### src/rtl/dsp_p_readback.sv
// Snapshots the P outputs of a DSP48E1 slice array on START and streams the
// snapshot out as OUT_WIDTH-bit beats over valid/ready, slice 0 first, LSB chunk first.
module dsp_p_readback #(
   parameter int G_SIZE    = 4,
   parameter int P_WIDTH   = 48,
   parameter int OUT_WIDTH = 16
) (
   input  logic                        CLK,
   input  logic                        RST,
   input  logic                        START,
   input  logic [G_SIZE*P_WIDTH-1:0]   P_IN,
   output logic [OUT_WIDTH-1:0]        OUT_DATA,
   output logic                        OUT_VALID,
   input  logic                        OUT_READY,
   output logic                        OUT_LAST,
   output logic                        BUSY,
   output logic                        DONE,
   output logic [OUT_WIDTH-1:0]        CHECKSUM
);

   localparam int CHUNKS  = P_WIDTH / OUT_WIDTH;
   localparam int SLICE_W = (G_SIZE > 1) ? $clog2(G_SIZE) : 1;
   localparam int CHUNK_W = (CHUNKS > 1) ? $clog2(CHUNKS) : 1;
   localparam logic [SLICE_W-1:0] LAST_SLICE = SLICE_W'(G_SIZE - 1);
   localparam logic [CHUNK_W-1:0] LAST_CHUNK = CHUNK_W'(CHUNKS - 1);

   typedef enum logic [1:0] {IDLE, SNAP, SEND, FIN} state_t;

   state_t               state_p0;
   logic [OUT_WIDTH-1:0] shadow_p0 [G_SIZE][CHUNKS];
   logic [SLICE_W-1:0]   slice_p0;
   logic [CHUNK_W-1:0]   chunk_p0;
   logic [OUT_WIDTH-1:0] acc_p0;
   logic [OUT_WIDTH-1:0] checksum_p0;
   logic                 vld_p0;
   logic                 busy_p0;
   logic                 done_p0;
   logic [OUT_WIDTH-1:0] beat;
   logic                 last_beat;
   logic                 xfer;

   // Beat selection reads only registered state, so VALID never depends on READY.
   assign beat      = shadow_p0[slice_p0][chunk_p0];
   assign last_beat = (slice_p0 == LAST_SLICE) && (chunk_p0 == LAST_CHUNK);
   assign xfer      = vld_p0 && OUT_READY;

   always_ff @(posedge CLK) begin
      if (RST) begin
         state_p0 <= IDLE;
         for (int s = 0; s < G_SIZE; s++)
            for (int c = 0; c < CHUNKS; c++)
               shadow_p0[s][c] <= '0;
         slice_p0    <= '0;
         chunk_p0    <= '0;
         acc_p0      <= '0;
         checksum_p0 <= '0;
         vld_p0      <= 1'b0;
         busy_p0     <= 1'b0;
         done_p0     <= 1'b0;
      end else begin
         done_p0 <= 1'b0;
         case (state_p0)
            IDLE: begin
               // Snapshot is taken on the edge that leaves IDLE.
               if (START) begin
                  for (int s = 0; s < G_SIZE; s++)
                     for (int c = 0; c < CHUNKS; c++)
                        shadow_p0[s][c] <= P_IN[s*P_WIDTH + c*OUT_WIDTH +: OUT_WIDTH];
                  slice_p0 <= '0;
                  chunk_p0 <= '0;
                  acc_p0   <= '0;
                  busy_p0  <= 1'b1;
                  state_p0 <= SNAP;
               end
            end
            SNAP: begin
               vld_p0   <= 1'b1;
               state_p0 <= SEND;
            end
            SEND: begin
               if (xfer) begin
                  acc_p0 <= acc_p0 ^ beat;
                  if (chunk_p0 == LAST_CHUNK) begin
                     chunk_p0 <= '0;
                     slice_p0 <= (slice_p0 == LAST_SLICE) ? '0 : slice_p0 + 1'b1;
                  end else begin
                     chunk_p0 <= chunk_p0 + 1'b1;
                  end
                  if (last_beat) begin
                     vld_p0      <= 1'b0;
                     done_p0     <= 1'b1;
                     checksum_p0 <= acc_p0 ^ beat;
                     state_p0    <= FIN;
                  end
               end
            end
            FIN: begin
               busy_p0  <= 1'b0;
               state_p0 <= IDLE;
            end
            default: state_p0 <= IDLE;
         endcase
      end
   end

   assign OUT_DATA  = beat;
   assign OUT_VALID = vld_p0;
   assign OUT_LAST  = vld_p0 && last_beat;
   assign BUSY      = busy_p0;
   assign DONE      = done_p0;
   assign CHECKSUM  = checksum_p0;

endmodule

### config.mk
export PLATFORM = sky130hd
export DESIGN_NAME = dsp_p_readback
export DESIGN_NICKNAME = d
export VERILOG_FILES = /design/src/rtl/dsp_p_readback.sv
export SDC_FILE = /design/constraint.sdc
export NUM_CORES = 1
export LEC_CHECK = 0
export CORE_MARGIN = 1
export CORE_UTILIZATION = 57
export CTS_BUF_LIST = sky130_fd_sc_hd__clkbuf_8
export DETAILED_ROUTE_END_ITERATION = 16
export GPL_TIMING_DRIVEN = 0
export HOLD_SLACK_MARGIN = 0.03
export PLACE_DENSITY = 0.88
export SLEW_MARGIN = 20
export SYNTH_ARGS = -nofsm -noshare
export SYNTH_HDL_FRONTEND = slang
export SYNTH_SLANG_ARGS = --single-unit
### constraint.sdc
create_clock -name CLK -period 11.1 [get_ports CLK]
set_clock_uncertainty 0.2 [all_clocks]
set_input_delay 2.22 -clock CLK [delete_from_list [all_inputs] [get_ports CLK]]
set_output_delay 2.22 -clock CLK [all_outputs]
set_load 0.02 [all_outputs]
==> impl_results.md <==
* Outcome: complete, no violations
* Maximum vdd drop at 0.00009581 V
* Worst EP required at around 8.7 ns
* Clock transition at path regs at around 0.060 ns
* Clk pwr share at 26.6%
* CTS Hold Buffers Added at 0
* Arrival @ worst endpoint at 2.85 ns
* Synth async-reset ratio at 0%
* Post-synth EDFFs at 192
* CP Max Fanout at 10
* Hold path startpoint: BUSY
* Type of origin of the critical path: register
* Synth Register Bits at 235
* Clock latency at the later pin of the worst-skew pair at 0.52 ns
* 1st-iter DRT viols at 729
* Sw frac at 28.98%
* Die Area at 19920 um2
* Max incr delay on CP at 0.67 ns
* Worst Max-Slew Pin Slew at about 0.92 ns
* Syn-to-layout area delta at 31.01%
* Pwr per Cell Area at 180.0 nW/um2
* Final WL at between 20000 and 30000 um
* Max-Cap Viols at 0
* Buf/Inv on CP at 3
* Rows at 50
* Total CTS buffers at 39
* Chip height at between 100 and 150 um
* Hold Path Class: register to register
* Critical path's top delay family: multiplexers
* Layout cells sized above 1 at 10.29%
* Post-CTS Repair Setup Buffers at 0
* CP Capture Type: output pin
* Final Total Pwr at 0.002602 W
* Sw power at ~0.00075 W
* Maximum clock frequency at 189.9 MHz
* Dpl hpwl at 20430 um
* Hold Path Stages at 2
* GRT Resource Usage Total at 28.60%
* Ys Warns at 0
* Seq/Total Area, Yosys at 60.06%
* Combinational share of power at 25.4%
* Syn Inst Count at 747
* Root Buffer: clkbuf_8
* Clk sinks at 235
* Synthesized area at 11030 um2
* Sequential power share at 47.9%
* Crit path time final at 5.266 ns
* R2r startpoint: state_p0[1]
* Final nets at 1223
* Hold Vio Cnt, Final at 0
* GR Overflow Total at 0
* Largest net degree at the start of global routing at 63
* Final setup viols at 0
* WHS Endpoint: BUSY
* Die W at 141.1 um
* Gpl congestion at between 0.9 and 1
* RSZ-0062 raised after global routing: no
* Final design utilization at 76.76%
* DRT Pass-1 Iters at 5
* Port bufs at 230
* WL per Instance at 21.23 um
* Syn Nets at 949
* Dpl ws at 6.023 ns
* Core area at 18830 um2
* Vias at ~7400
* Top_reg_cell synth: edfxtp_1
* Clock Path Buffers at 3
* CTS resizes at 0
* CTS tree: yes
* Number of global-route vias before repair at between 7000 and 8000
* CP max stage cell: mux4_1
* CTS H-tree depth at 2
* Flop2flop setup slack at 8.36 ns
* Crit path cell chain: buf_6 > buf_8 > mux4_1 > mux2i_4 > a21oi_1 > clkdlybuf4s50_1
* DR vias/cell at approximately 5.7
* Initial antenna violation count at 0
* Max_slew headroom at 37.95%
* Diodes inserted at 0
* Setup tns final at 0 ns
* Crit Path Class: register to output pin
* Internal Pwr Total at 0.001848 W
* Worst R2R End: shadow_p0[1][4]
* Starting Density at around three fifths
* First-pass GRT wire length at 41680 um
* FF-to-FF path depth at 7
* Synth unique cells at 45
* Mean Syn Cell Area at 14.77 um2
* Setup slack after layout at 5.834 ns
* Leakage at 5.474 nW
* Final period util at a little under half
* DRT antenna net count at 0
* DRC violations left at 0
* Final Slew Violations at 0
* Hold Slack at 0.2856 ns
* I/O pin total at roughly 230
-- logic make-up after synthesis --
logic type | synth area share, %
buffers and inverters | 3.187
muxes | 14.27
AOI/OAI and AO/OA | 6.464
adders and majority gates | 0.6804
DFF | 60.06
xor gates and xnor gates | 1.270
and+or+nand+nor | 14.07
-- state kept, by name, indices dropped and copies added (netlist names), named ones only --
register / flops
BUSY: 1
CHECKSUM: 16
DONE: 1
OUT_VALID: 1
acc_p0: 16
chunk_p0: 2
shadow_p0: 192
slice_p0: 2
state_p0: 2
-- placed cells by master, fill, tap and decap left out, types with 5 or more instances in the layout --
master and instances:
a32o_1 15, inv_1 15, clkinv_2 8, a21oi_1 36
buf_2 10, a211oi_1 16, nand2_1 19, a221o_1 16
clkdlybuf4s50_1 230, clkinv_1 9, mux4_1 36, edfxtp_1 192
clkbuf_8 45, mux4_2 11, xor2_1 16, ha_1 6
dfxtp_1 43, nor3_1 5, nor2_1 41, and2_1 192
mux2i_4 16, clkbuf_1 31
-- per-stage QoR --
step           std cells  area, um2
6_report            1310      14450
5_1_grt             1310      14450
4_1_cts             1310      14450
3_5_place_dp        1240      13750
3_3_place_gp        1237      13660
2_1_floorplan        747      11030
-- area by class of cell --
cell class	count	area [um2]
flip-flops and latches	235	6626
fillers	1102	4377
multi-input cells	454	4063
repair buffers	233	2385
clock buffers	43	591.8
plain buffers	52	329.1
well taps	260	325.3
clock inverters	27	111.4
inverters	6	22.52
-- tightest hold or removal path: cells and delay by family (launching register included) --
family	cells	cell delay, ns
compound gates	1	0.06
simple gates	1	0.07
flops	1	0.33
-- worst max-delay path by stage --
stage | cells past startpoint | end | slack, ns
floorplan | 4 | shadow_p0[0][0] | 3.41
global placement | 4 | shadow_p0[2][4] | 1.51
detailed placement | 7 | shadow_p0[1][3] | 6.02
CTS | 6 | OUT_DATA[2] | 5.84
global route | 6 | OUT_DATA[7] | 5.76
finish | 6 | OUT_DATA[5] | 5.83
-- routing by layer --
| layer | part of all wire, % | GRT usage (%) | up-vias |
|---|---|---|---|
| li1 | - | - | 3364 |
| met1 | 40 | 35.80 | 3612 |
| met2 | 51 | 50.05 | 367 |
| met3 | 6.1 | 4.552 | 61 |
| met4 | 2.9 | 11.04 | 0 |
| met5 | 0 | 0 | - |
-- power groups by stage --
stage	sequential, W	combinational (W)	clock [W]
floorplan	0.00127	0.000392	0
global placement	0.00129	0.000620	0
detailed placement	0.00126	0.000653	0
CTS	0.00125	0.000656	0.000698
global route	0.00126	0.000700	0.000736
finish	0.00125	0.000661	0.000693
-- Yosys cell counts (all sizes together), types with 2 or more instances --
cell	count	area [um2]
a211oi	16	120.1
a21oi	36	180.2
a221o	16	160.2
a32o	15	150.1
and2	192	1201
and3	2	12.51
buf	19	185.2
clkbuf	33	143.9
dfxtp	43	860.8
edfxtp	192	5766
ha	6	75.07
inv	5	18.76
mux2i	18	380.4
mux4	47	1194
nand2	20	75.07
nand3	4	25.02
nand3b	2	15.01
nor2	41	153.9
nor2b	3	18.77
nor3	5	25.02
o21ai	2	21.27
o221a	2	22.52
xor2	16	140.1
Note: power is estimated with default switching activity, not from simulation.
